===== config.mk =====
export PLATFORM = sky130hd
export DESIGN_NAME = shiftadd_mul_serialized
export DESIGN_NICKNAME = d
export VERILOG_FILES = /design/src/rtl/shiftadd_pkg.sv /design/src/rtl/shiftadd_pp_gen.sv /design/src/rtl/shiftadd_mul_serialized.sv
export SDC_FILE = /design/constraint.sdc
export NUM_CORES = 1
export LEC_CHECK = 0
export BUFFER_PORTS_ARGS = -buffer_cell sky130_fd_sc_hd__clkbuf_2
export CAP_MARGIN = 25
export CORE_MARGIN = 4
export CORE_UTILIZATION = 47
export CTS_BUF_LIST = sky130_fd_sc_hd__clkbuf_8
export DETAILED_ROUTE_END_ITERATION = 16
export PLACE_DENSITY = 0.66
export SETUP_SLACK_MARGIN = 0.4
export SLEW_MARGIN = 10
export SYNTH_ARGS = -nofsm -noshare
export SYNTH_HDL_FRONTEND = slang
export SYNTH_SLANG_ARGS = --single-unit

===== constraint.sdc =====
create_clock -name clk_i -period 3.8 [get_ports clk_i]
set_input_delay 0.19 -clock clk_i [delete_from_list [all_inputs] [get_ports clk_i]]
set_output_delay 0.19 -clock clk_i [all_outputs]
set_load 0.01 [all_outputs]

===== src/rtl/shiftadd_pkg.sv =====
// Shared definitions for the shift-and-add multiplier and the downstream
// reducer. Both ends of the start/x/valid handshake import this package so
// widths and state encodings cannot drift apart.
package shiftadd_pkg;

  // Unreduced product width and the reducer's folding chunk width.
  localparam int DATA_LENGTH  = 64;
  localparam int CHUNK_LENGTH = 32;

  // Multiplier sequencing states.
  typedef enum logic [1:0] {
    IDLE  = 2'd0,
    MUL   = 2'd1,
    ISSUE = 2'd2,
    WAIT  = 2'd3
  } mul_state_e;

  // Reducer sequencing states, kept here so both ends share one definition.
  typedef enum logic [1:0] {
    RED_IDLE = 2'd0,
    RED_LOAD = 2'd1,
    RED_FOLD = 2'd2,
    RED_DONE = 2'd3
  } red_state_e;

endpackage


===== src/rtl/shiftadd_pp_gen.sv =====
// Partial-product generator: one RADIX_BITS-wide multiplier digit times the
// already-shifted multiplicand, formed at full product width so the
// accumulator add never needs a separate extension step.
module shiftadd_pp_gen #(
  parameter int RADIX_BITS  = 1,
  parameter int DATA_LENGTH = 64
) (
  input  logic [RADIX_BITS-1:0]  digit_i,
  input  logic [DATA_LENGTH-1:0] mcand_i,
  output logic [DATA_LENGTH-1:0] pp_o
);

  // Digit is zero-extended so the product stays unsigned.
  always_comb begin
    pp_o = mcand_i * DATA_LENGTH'(digit_i);
  end

endmodule


===== src/rtl/shiftadd_mul_serialized.sv =====
// Serial shift-and-add multiplier feeding the reducer. Consumes RADIX_BITS
// multiplier bits per cycle, presents the product on a registered x_o with a
// single start_o pulse, then waits for the reducer's done_i before accepting
// new work.
//
// state | meaning
// ------+-----------------------------------------------------------------
// IDLE  | ready for a request; start_i latches operands
// MUL   | one digit per cycle accumulated, STEPS cycles, fixed latency
// ISSUE | start_o pulse for one cycle, x_o already holds the product
// WAIT  | reducer busy on x_o; leave on done_i
module shiftadd_mul_serialized #(
  parameter int DATA_LENGTH    = shiftadd_pkg::DATA_LENGTH,
  parameter int OPERAND_LENGTH = 32,
  parameter int RADIX_BITS     = 1
) (
  input  logic                      clk_i,
  input  logic                      rst_ni,
  input  logic                      start_i,
  input  logic [OPERAND_LENGTH-1:0] a_i,
  input  logic [OPERAND_LENGTH-1:0] b_i,
  output logic                      ready_o,
  output logic [DATA_LENGTH-1:0]    x_o,
  output logic                      start_o,
  input  logic                      done_i,
  output logic                      busy_o
);

  import shiftadd_pkg::*;

  localparam int STEPS = OPERAND_LENGTH / RADIX_BITS;
  localparam int CNT_W = $clog2(STEPS + 1);
  localparam logic [CNT_W-1:0] LAST_STEP = CNT_W'(STEPS - 1);

  mul_state_e state_q, state_d;

  logic [DATA_LENGTH-1:0]    acc_q, acc_d;
  logic [DATA_LENGTH-1:0]    mcand_q, mcand_d;
  logic [OPERAND_LENGTH-1:0] mplier_q, mplier_d;
  logic [CNT_W-1:0]          cnt_q, cnt_d;
  logic [DATA_LENGTH-1:0]    x_q, x_d;
  logic [DATA_LENGTH-1:0]    pp;
  logic [DATA_LENGTH-1:0]    acc_sum;
  logic                      accept;
  logic                      last_step;

  assign accept    = (state_q == IDLE) && start_i;
  assign last_step = (cnt_q == LAST_STEP);
  assign acc_sum   = acc_q + pp;

  shiftadd_pp_gen #(
    .RADIX_BITS (RADIX_BITS),
    .DATA_LENGTH(DATA_LENGTH)
  ) u_pp_gen (
    .digit_i(mplier_q[RADIX_BITS-1:0]),
    .mcand_i(mcand_q),
    .pp_o   (pp)
  );

  // State register; reset aborts any operation in flight.
  always_ff @(posedge clk_i or negedge rst_ni) begin
    if (!rst_ni) begin
      state_q <= IDLE;
    end else begin
      state_q <= state_d;
    end
  end

  // Next-state logic. done_i only matters in WAIT, so a done coinciding with
  // the ISSUE pulse is dropped, and a start_i arriving with done_i in WAIT is
  // not accepted until the machine is actually back in IDLE.
  always_comb begin
    state_d = state_q;
    unique case (state_q)
      IDLE:    if (start_i) state_d = MUL;
      MUL:     if (last_step) state_d = ISSUE;
      ISSUE:   state_d = WAIT;
      WAIT:    if (done_i) state_d = IDLE;
      default: state_d = IDLE;
    endcase
  end

  // Handshake outputs decoded from state only.
  always_comb begin
    ready_o = 1'b0;
    busy_o  = 1'b0;
    start_o = 1'b0;
    unique case (state_q)
      IDLE:    ready_o = 1'b1;
      MUL:     busy_o  = 1'b1;
      ISSUE: begin
        busy_o  = 1'b1;
        start_o = 1'b1;
      end
      WAIT:    busy_o  = 1'b1;
      default: ready_o = 1'b0;
    endcase
  end

  // Datapath next values: operand capture on accept, one shift-add step per
  // MUL cycle, and the x_o transfer on the final step so x_o is settled
  // before start_o rises and stays put until the next product.
  always_comb begin
    acc_d    = acc_q;
    mcand_d  = mcand_q;
    mplier_d = mplier_q;
    cnt_d    = cnt_q;
    x_d      = x_q;
    if (accept) begin
      acc_d    = '0;
      mcand_d  = DATA_LENGTH'(a_i);
      mplier_d = b_i;
      cnt_d    = '0;
    end else if (state_q == MUL) begin
      acc_d    = acc_sum;
      mcand_d  = mcand_q << RADIX_BITS;
      mplier_d = mplier_q >> RADIX_BITS;
      cnt_d    = cnt_q + CNT_W'(1);
      if (last_step) begin
        x_d = acc_sum;
      end
    end
  end

  // Datapath registers.
  always_ff @(posedge clk_i or negedge rst_ni) begin
    if (!rst_ni) begin
      acc_q    <= '0;
      mcand_q  <= '0;
      mplier_q <= '0;
      cnt_q    <= '0;
      x_q      <= '0;
    end else begin
      acc_q    <= acc_d;
      mcand_q  <= mcand_d;
      mplier_q <= mplier_d;
      cnt_q    <= cnt_d;
      x_q      <= x_d;
    end
  end

  assign x_o = x_q;

endmodule

Word level (Yosys, flattened, before mapping). Cells that the tools add are included.

Add/subtract/negate cells: 2. Multipliers: 1. Equal/unequal tests: 7. Multiplexer cells: 15. Bitwise operators: 1. Reductions and logical operators: 6.

Operators with widths (number): $mux 64 (4); $add 64x64->64 (1); $mul 64x1->64 (1); $mux 32 (2); $mux 6 (2); $pmux 2 s4 (1); $add 6x1->6 const B (1); $eq 6x5->1 const B (1); $mux 2 (3); $ne 2x2->1 const B (3); $reduce_and 3->1 (2); $eq 2x2->1 const B (2); $mux 1 (3); $reduce_or 3->1 (1); $eq 2x1->1 const B (1); $logic_not 2->1 (1); $reduce_bool 2->1 (1); $logic_and 1x1->1 (1); $not 1->1 (1).

Register bits after elaboration: 232. Input bits: 68. Output and inout bits: 67.

Depth between registers and ports, before layout. Gate-level depths: netlist of the first run.

Depth in word-level cells: 4. Depth in mapped cells: 15. Gate-level depth less buffers: 13.

Cells and area by module. Synthesis of the first run repeated with hierarchy kept, for this count alone.

Cell total of the unflattened synthesis: 1559. Area total of the unflattened synthesis: 14073.5 µm².

By module, submodules not included: shiftadd_mul_serialized (instances 1, cells each 1489, area each 13563.0 µm²); shiftadd_pp_gen (instances 1, cells each 70, area each 510.5 µm²).

Worst setup path before layout of the first run. No wires, ideal clock.

Path kind: reg2reg. Start: register mplier_q[0]. End: register x_q[63], in the netlist x_o[63]. Setup time: 0.125 ns. Data arrival time: 3.361 ns. Path slack: 0.315 ns. Cell stages (with the launch flop): 15. Path buffers: 2. Cells stage by stage: dfrtp_1 > clkbuf_1 > clkbuf_1 > and2_1 > ha_1 > a21oi_1 > o21ai_0 > a311oi_1 > a21oi_1 > a311oi_1 > nor3_1 > nor2_1 > o21a_1 > xor3_1 > mux2_2.

Word-level cells in the longest chain between the ends: 2.

Ends and longest elaborated chain: start, declared (RTL line shiftadd_mul_serialized.sv:39) `logic [OPERAND_LENGTH-1:0] mplier_q, mplier_d;`; start signal, assigned (RTL line shiftadd_mul_serialized.sv:136) `mplier_q <= mplier_d;`; $mul 64x1->64 (RTL line shiftadd_pp_gen.sv:15) `pp_o = mcand_i * DATA_LENGTH'(digit_i);`; $add 64x64->64 (RTL line shiftadd_mul_serialized.sv:49) `assign acc_sum = acc_q + pp;`; end signal, assigned (RTL line shiftadd_mul_serialized.sv:132) `x_q <= '0;`; end signal, assigned (RTL line shiftadd_mul_serialized.sv:138) `x_q <= x_d;`; end, declared (RTL line shiftadd_mul_serialized.sv:41) `logic [DATA_LENGTH-1:0] x_q, x_d;`.

No other way between the ends. A chain may end at the register's enable or synchronous reset.

Final worst setup path of the first run.
Start: register mplier_q[0]. End: register acc_q[61].

Word-level cells in the longest chain between the ends: 4.

Ends and longest elaborated chain: $mul 64x1->64 (RTL line shiftadd_pp_gen.sv:15); $add 64x64->64 (RTL line shiftadd_mul_serialized.sv:49); $mux 64 (RTL line shiftadd_mul_serialized.sv:114) `end else if (state_q == MUL) begin`; $mux 64 (RTL line shiftadd_mul_serialized.sv:109) `if (accept) begin`; end signal, assigned (RTL line shiftadd_mul_serialized.sv:128) `acc_q <= '0;`; end signal, assigned (RTL line shiftadd_mul_serialized.sv:134) `acc_q <= acc_d;`; end, declared (RTL line shiftadd_mul_serialized.sv:37) `logic [DATA_LENGTH-1:0] acc_q, acc_d;`.

No other way between the ends. The select of a mux whose other input is x is not followed.

==> results of run 1 <==
-- synthesized netlist by cell type (5+ instances only) --
library cell / number / share of area
nand2_1: 269 / 0.073
a211oi_1: 10 / 0.0055
nor2b_1: 5 / 0.0023
and3_1: 10 / 0.0046
o22ai_1: 6 / 0.0027
or3_1: 5 / 0.0023
ha_1: 69 / 0.063
a21o_1: 34 / 0.019
clkbuf_1: 85 / 0.023
o21bai_1: 15 / 0.0082
o21ai_0: 131 / 0.048
nand2b_1: 5 / 0.0023
o31ai_1: 9 / 0.0049
a31oi_1: 11 / 0.0050
nand3_1: 30 / 0.011
nor2_1: 122 / 0.033
nand4_1: 25 / 0.011
dfrtp_1: 232 / 0.42
a21oi_1: 69 / 0.025
o21a_1: 5 / 0.0027
mux2i_1: 138 / 0.10
xnor2_1: 33 / 0.021
xor2_1: 29 / 0.018
inv_1: 21 / 0.0057
nor3_1: 13 / 0.0047
buf_1: 8 / 0.0022
and2_1: 68 / 0.031
-- per-layer routing --
metal / vias up / GRT usage / share of wire
li1: 5741 / - / -
met1: 5625 / 0.315 / 0.46
met2: 300 / 0.375 / 0.47
met3: 50 / 0.0386 / 0.052
met4: 0 / 0.0598 / 0.020
met5: - / 0 / 0
-- cell type report --
cell class / count / area, um2 / share of cell area
multi-input combinational: 1175 / 8160 / 0.472
sequential: 232 / 5810 / 0.336
timing repair buffer: 267 / 1970 / 0.114
clock buffer: 50 / 688 / 0.0398
tap: 384 / 480 / 0.0278
clock inverter: 19 / 118 / 0.00680
inverter: 21 / 78.8 / 0.00456
-- logic make-up after synthesis --
family          after synthesis  synth area share
simple gates                566             0.185
compound gates              336             0.152
flops                       232             0.422
mux                         140             0.102
buf+inv                     119            0.0329
fa+ha+maj                    70            0.0642
xor+xnor                     63            0.0412
-- state kept, by name, summed over array words and instances (netlist names) --
signal    count
mcand_q      64
cnt_q         6
acc_q        64
x_o          64
mplier_q     32
state_q       2
-- timing repair --
| item | 4_1_cts | 5_1_grt |
|---|---|---|
| pin swaps | 21 | 28 |
| hold endpoints to repair | 162 | 0 |
| hold buffers | 65 | 0 |
| gates resized for setup | 41 | 85 |
| buffers inserted | 13 | 7 |
| setup endpoints to repair | 21 | 53 |
| gates cloned | 1 | 0 |
-- worst max-delay path by stage --
stage                     start        end  cells past startpoint  slack, ps
floorplan           mplier_q[0]    x_o[63]                     14        390
global placement    mplier_q[0]    x_o[63]                     13        240
detailed placement  mplier_q[0]    x_o[63]                     13        110
CTS                 mplier_q[0]  acc_q[61]                     14        320
global route        mplier_q[0]  acc_q[57]                     13        200
finish              mplier_q[0]  acc_q[61]                     14        290
-- where the power goes --
part / leakage (nW) / total (W) / internal (W) / switching [W]
sequential: 2.99 / 0.00385 / 0.00326 / 0.000596
combinational: 4.74 / 0.00558 / 0.00244 / 0.00314
clock: 0.450 / 0.00232 / 0.00126 / 0.00106
-- stage by stage --
step | worst slack, ps | std cells | power (W)
6_report | 293 | 2148 | 0.0118
5_1_grt | 203 | 2148 | 0.0126
4_1_cts | 320 | 2141 | 0.0115
2_1_floorplan | 392 | 1526 | 0.00740
3_5_place_dp | 109 | 1993 | 0.00888
3_3_place_gp | 236 | 1993 | 0.00877
-- worst max-delay path: stages, from the launching register on --
cell and delay (ps):
dfrtp_2 450, buf_12 170, and2_1 160, ha_4 300, inv_2 70, a2111oi_4 350
nor2_2 80, o211ai_2 270, a31oi_4 140, o31a_1 340, nor4_4 390, buf_4 180
o211ai_2 110, and3_4 180, o31ai_2 210
==> run metrics, run 1 <==
share of cells above drive strength 1=0.210; Post-Route Skew=27.5 ps; DP Wirelength=24500 um; synth warn=0; RSZ-0062 raised after global routing=yes; Seq/Total Area, Yosys=0.422; Fin Hold WS=83.2 ps; Leakage=8.18 nW; Final TNS setup=0 ps; largest net degree at the start of global routing=137; hold depth=3; critical path arrival=3970 ps; Critical Path RT=4270 ps; Slew @ Worst Pin=896 ps; GRT Total Usage=0.228; fill count=2556; Mapped Nets=1664; status=completed; clk sink count=232; total wire length=36400 um; critical path endpoint category=flop; Final Hold Viols=0; Antenna Diode Count=0; most common cell after layout, fill and taps aside=nand2_1; FP Rows=62; Cell Area, Synth=13700 um2; Vias per Instance=5.45; CTS buffer count=42; CTS tree=built; Max-Cap Viols=0; Clock Path Buffers=3; die footprint=32100 um2; Clock transition at path regs=60 ps; Worst slew margin=0.402; first-pass GRT wire length=60300 um; max-slew violation count=0; IO Pins=135; number of global-route vias before repair=11900; ys flop type=dfrtp_1; Final setup viols=0; Pre-antenna DRT Iters=7; Worst R2R Start=mplier_q[0]; Worst setup SP type=flop; cells after synthesis=1526; VDD IR-drop max=412 uV; initial antenna violation count=0; Area Growth Syn to Fin=25.8%; Worst R2R End=acc_q[61]; Port Buffers=134; FF+latch count, synth=232; Min-Delay Startpoint=done_i; PwrDens=680 nW/um2; Avg Inst Size Synth=9.01 um2; die span in x=179 um; worst r2r path cells=14; core area=28800 um2; most frequent cells in the layout=264 x nand2_1, 231 x dfrtp_1, 138 x mux2i_1, 133 x clkbuf_2, 120 x o21ai_0; Async S/R FF share, synth=1.00; Final Util=0.601; Fmax=285 MHz; placed instance area=15000 um2; H-tree levels=2; post-route ant nets=0; GRT overflow=0; die height=179 um; Final Wtd Congestion=0.937; nets=1877; R2R Setup Slk=290 ps; CP Class=flop to flop; EDFF count, synth=0; worst-path maximum fanout=27; crit path time final=3510 ps; Hold EP=state_q[0]; post-route cell area=17300 um2; DRC viols=0; Hold WC Path Type=primary input to flop; clock root buffer=clkbuf_8; Yosys cell types=69; Initial DRC Count=693; Worst-Skew Late Latency=560 ps; final worst path period share=0.923; initial core utilization=0.478; wire per inst=17.0 um; vias post-DR=11700
Power figures use the tool's default switching activity.
==> run 2, diff against run 1 <==
==> constraint.sdc (replaced) <==
create_clock -name clk_i -period 3.8 [get_ports clk_i]
set_input_delay 0.76 -clock clk_i [delete_from_list [all_inputs] [get_ports clk_i]]
set_output_delay 0.76 -clock clk_i [all_outputs]
set_load 0.01 [all_outputs]
==> run 2 against run 1 <==
  * Register-to-register slack gained 110 ps
  * Hold slack gained 190 ps
  * Fmax grew 3.2%
  * Non-clock buffer count shrank 54
  * Critical path type unchanged
==> run metrics, run 2 (synthesis gave the netlist of run 1 again) <==
die height=179 um (unchanged); status=completed; clk sink count=232 (unchanged); Pint=0.00720 W (+3.5%); Post-Route Skew=20.3 ps (-7.15 ps); core area=28800 um2 (unchanged); initial antenna violation count=0 (unchanged); worst r2r path cells=14 (unchanged); number of global-route vias before repair=11700 (-1.8%); Clock Path Buffers=3 (unchanged); Vias per Instance=5.55 (+1.7%); GRT overflow=0 (unchanged); Clock transition at path regs=60 ps (about the same); largest net degree at the start of global routing=131 (-4.4%); nets=1822 (-2.9%); clock root buffer=clkbuf_8; Port Buffers=134 (unchanged); total wire length=36600 um (+0.43%); Worst slew margin=0.417 (+0.0146); worst-path maximum fanout=5 (-81%); crit path time final=3400 ps (-109 ps); final worst path period share=0.894 (-0.0286); CTS buffer count=41 (-2.4%); die footprint=32100 um2 (unchanged); Hold WC Path Type=primary input to asynchronous set/reset pin; IO Pins=135 (unchanged); Initial DRC Count=745 (+7.5%); Final Util=0.591 (-0.0105); Critical Path RT=4230 ps (-40 ps); first-pass GRT wire length=59300 um (-1.7%); critical path endpoint category=flop; Area Growth Syn to Fin=23.6%; GRT Total Usage=0.225 (-0.00379); Slew @ Worst Pin=875 ps (-21.9 ps); most common cell after layout, fill and taps aside=nand2_1; RSZ-0062 raised after global routing=yes; Worst R2R Start=mplier_q[0]; max-slew violation count=0 (unchanged); DP Wirelength=24600 um (+0.64%); PwrDens=714 nW/um2 (+5.0%); Final Hold Viols=0 (unchanged); vias post-DR=11600 (-0.71%); critical path arrival=3820 ps (-150 ps); CTS tree=built; CP Class=flop to flop; Worst-Skew Late Latency=550 ps (about the same); Final Wtd Congestion=0.963 (+2.8%); R2R Setup Slk=400 ps (+110 ps); Seq pwr share=0.320 (-0.008); clock power share=0.204 (+0.007); wire per inst=17.4 um (+2.9%); H-tree levels=2 (unchanged); Antenna Diode Count=0 (unchanged); VDD IR-drop max=399 uV (-3.2%); Design Power=0.0121 W (+3.2%); Worst R2R End=acc_q[57]; post-route ant nets=0 (unchanged); Final setup viols=0 (unchanged); fill count=2555 (-0.039%); Worst setup SP type=flop; FP Rows=62 (unchanged); Net Sw Frac=0.406 (-0.00219); Comb pwr share=0.477 (+0.002); DRC viols=0 (unchanged); Leakage=8.03 nW (-1.9%); Max-Cap Viols=0 (unchanged); most frequent cells in the layout=266 x nand2_1, 231 x dfrtp_1, 137 x mux2i_1, 133 x clkbuf_2, 118 x nor2_1; Sw Pwr=0.00492 W (+2.6%); placed cell count=1995 (+0.10%); Pre-antenna DRT Iters=5 (-2); Layout Cells excl Fill=2097 (-2.4%); Fmax=294 MHz (+3.2%); share of cells above drive strength 1=0.236 (+0.0255); die span in x=179 um (unchanged); initial core utilization=0.478 (unchanged)
run 2: cell types whose count changed in the layout (fill, tap and decap cells not counted), sizes merged, moves of 2 or more:
cell | before | now
bufinv | 1 | 3
dlygate4sd3 | 65 | 0
clkbuf | 183 | 186
buf | 68 | 78
run 2: worst max-delay path, stage by stage, from the launching register on:
cell,delay (ps)
dfrtp_2,420
buf_6,140
buf_6,120
and2_4,140
ha_4,280
nand2_4,70
a2111oi_4,320
nor2_2,100
o211ai_2,280
a31oi_2,150
o31a_1,350
nor4_4,370
o21ai_2,140
mux2i_1,140
a311o_1,270
run 2: area by class of cell:
type,instances,area [um2],area share
Inverter,21,78.8,0.00464
Clock inverter,21,169,0.00994
Clock buffer,51,702,0.0413
Sequential cell,232,5810,0.342
Multi-Input combinational cell,1175,8300,0.488
Tap cell,384,480,0.0283
Timing Repair Buffer,213,1460,0.0858
run 2: per-layer routing:
metal / wire length, um / track usage
met5: 0 / 0
met4: 894 / 0.0598
met2: 17100 / 0.363
met3: 1910 / 0.0377
met1: 16700 / 0.314
run 2: worst max path at each step:
stage	end	slack, ps	depth (start not counted)	start
floorplan	x_o[63]	390	14	mplier_q[0]
global placement	acc_q[59]	-30	14	mplier_q[0]
detailed placement	acc_q[59]	-90	14	mplier_q[0]
CTS	acc_q[57]	360	14	mplier_q[0]
global route	acc_q[57]	300	14	mplier_q[0]
finish	acc_q[57]	400	14	mplier_q[0]
run 2: power by group through the flow:
stage / logic, W / registers [W] / clock network (W)
2_1_floorplan: 0.00377 / 0.00363 / 0
3_3_place_gp: 0.00493 / 0.00385 / 0
3_5_place_dp: 0.00503 / 0.00385 / 0
4_1_cts: 0.00527 / 0.00386 / 0.00254
5_1_grt: 0.00636 / 0.00398 / 0.00265
6_report: 0.00578 / 0.00388 / 0.00247
run 2: timing repair:
| action | CTS | global route |
|---|---|---|
| setup buffers | 10 | 18 |
| cloned | 0 | 2 |
| setup endpoints to repair | 49 | 52 |
| gates resized for setup | 53 | 114 |
| pin swaps | 19 | 64 |
| hold buffers | 0 | 0 |
run 2: per-stage QoR:
stage | setup slack [ps] | hold WS [ps] | instance area (um2) | setup TNS (ps)
after floorplan | 392 | 455 | 13800 | 0
after global placement | -28.3 | 457 | 15000 | -31.6
after detailed placement | -94.1 | 461 | 15000 | -128
after CTS | 362 | 314 | 16200 | 0
after global routing | 297 | 364 | 17000 | 0
final | 402 | 268 | 17000 | 0
==> run 3, diff against run 2 <==
--- a/config.mk
+++ b/config.mk
@@ -11,7 +11,8 @@
 export CORE_UTILIZATION = 47
 export CTS_BUF_LIST = sky130_fd_sc_hd__clkbuf_8
 export DETAILED_ROUTE_END_ITERATION = 16
-export PLACE_DENSITY = 0.66
+export MAX_ROUTING_LAYER = met4
+export PLACE_DENSITY = 0.75
 export SETUP_SLACK_MARGIN = 0.4
 export SLEW_MARGIN = 10
 export SYNTH_ARGS = -nofsm -noshare
==> run 3 against run 2 <==
  * Final cell count is 1.1% lower
  * Setup slack got worse by 80 ps
  * Sequential share of layout area up 1.5 points
  * First-iteration DRC count rose by 2.1%
  * Highest routed layer unchanged
==> run metrics, run 3 (synthesis gave the netlist of run 1 again) <==
Initial DRC Count=761 (+2.1%); CTS tree=built; die footprint=32100 um2 (unchanged); most frequent cells in the layout=267 x nand2_1, 232 x dfrtp_1, 138 x mux2i_1, 133 x clkbuf_2, 120 x o21ai_0; clock root buffer=clkbuf_8; CP Class=flop to flop; RSZ-0062 raised after global routing=yes; placed instance area=15000 um2 (-0.37%); total wire length=34700 um (-5.1%); Antenna Diode Count=0 (unchanged); share of cells above drive strength 1=0.199 (-0.0364); core area=28800 um2 (unchanged); Max stage delay on crit path=410 ps (about the same); GRT overflow=0 (unchanged); number of global-route vias before repair=11600 (-0.59%); most common cell after layout, fill and taps aside=nand2_1; clk sink count=232 (unchanged); PwrDens=701 nW/um2 (-1.7%); largest net degree at the start of global routing=101 (-23%); Fmax=287 MHz (-2.3%); VDD IR-drop max=381 uV (-4.7%); Clock Path Buffers=3 (unchanged); Slew @ Worst Pin=989 ps (+114 ps); Final Wtd Congestion=0.954 (-0.90%); Worst-Skew Late Latency=560 ps (about the same); post-route cell area=16300 um2 (-4.2%); critical path arrival=3910 ps (+90 ps); Setup Slack @ Placement=171 ps (+265 ps); initial core utilization=0.478 (unchanged); R2R Setup Slk=320 ps (-80 ps); vias post-DR=11600 (-0.58%); wire per inst=16.7 um (-4.0%); Worst setup SP type=flop; die span in x=179 um (unchanged); first-pass GRT wire length=57100 um (-3.7%); CP max stage cell=dfrtp_1; IO Pins=135 (unchanged); DRC viols=0 (unchanged); crit path time final=3480 ps (+80.5 ps); die height=179 um (unchanged); Max-Cap Viols=0 (unchanged); Leakage=7.87 nW (-2.0%); Clock transition at path regs=70 ps (about the same); Final TNS setup=0 ps (unchanged); initial antenna violation count=0 (unchanged); Worst slew margin=0.340 (-0.0769); critical path endpoint category=flop; placed cell count=1986 (-0.45%); final worst path period share=0.915 (+0.0212); FP Rows=62 (unchanged); max-slew violation count=0 (unchanged); Final Hold Viols=0 (unchanged); DP Wirelength=24200 um (-1.6%); nets=1797 (-1.4%); CTS buffer count=41 (unchanged); Hold WC Path Type=primary input to asynchronous set/reset pin; H-tree levels=2 (unchanged); Vias per Instance=5.58 (+0.52%); Critical Path RT=4240 ps (about the same); Pre-antenna DRT Iters=5 (unchanged); Area Growth Syn to Fin=18.4%; Post-Route Skew=25.1 ps (+4.78 ps); Layout Cells excl Fill=2074 (-1.1%); Design Power=0.0114 W (-5.8%); fin worst setup slack=322 ps (-80.5 ps); worst-path maximum fanout=45 (+40); Final setup viols=0 (unchanged); crit path cell chain=buf_12, and2_1, ha_1, nand3_2, a2111oi_4, nor2_2, o211ai_4, a31oi_4, o31a_1, nor4_4, o21ai_2, mux2i_1, a311o_1; status=completed; post-route ant nets=0 (unchanged); Port Buffers=134 (unchanged); GRT Total Usage=0.223 (-0.00185)
## run 3: final timing paths
| check | depth (start not counted) | to | from |
|---|---|---|---|
| worst max-delay path | 13 | acc_q[57] | mplier_q[0] |
| worst min-delay path | 1 | x_o[34] | rst_ni |
| worst max register to register | 13 | acc_q[57] | mplier_q[0] |
| worst min register to register | 2 | x_o[48] | x_o[48] |
| max in group asynchronous | 2 | mplier_q[16] | rst_ni |
| min in group clk_i | 3 | mplier_q[24] | b_i[24] |
## run 3: power breakdown
| group | switching [W] | internal [W] |
|---|---|---|
| combinational | 0.00307 | 0.00217 |
| clock | 0.00110 | 0.00128 |
| sequential | 0.000557 | 0.00326 |
| total | 0.00472 | 0.00670 |
## run 3: critical path, delay by kind of cell, from the launching register on
family                     cells  cell delay [ps]
muxes                          1              140
and+or+nand+nor                4              780
AOI/OAI and AO/OA              6             1550
DFF                            1              410
buffers and inverters          1              180
adders and majority gates      1              300
## run 3: metrics by stage
stage / utilization / hold WS, ps
CTS: 0.553 / 281
floorplan: - / 455
finish: 0.566 / 254
detailed placement: 0.520 / 463
global placement: 0.520 / 452
global route: 0.566 / 321
## run 3: timing repair
item                       CTS  global route
setup endpoints to repair   22            58
hold buffers                 0             0
pin swaps                    8            17
gates resized for setup     19            69
buffers inserted             4            10
## run 3: cell type report
class	instances	area, um2
repair buffers	188	1180
clock buffers	50	688
inverters	21	78.8
fillers	2599	12500
multi-input cells	1175	7900
clock inverters	24	153
flip-flops and latches	232	5810
well taps	384	480
## run 3: layer usage
layer | part of all wire | track usage | vias to the layer above
met4 | 0.030 | 0.0678 | 0
li1 | - | - | 5595
met5 | 0 | - | -
met2 | 0.47 | 0.355 | 347
met3 | 0.052 | 0.0346 | 84
met1 | 0.45 | 0.296 | 5539
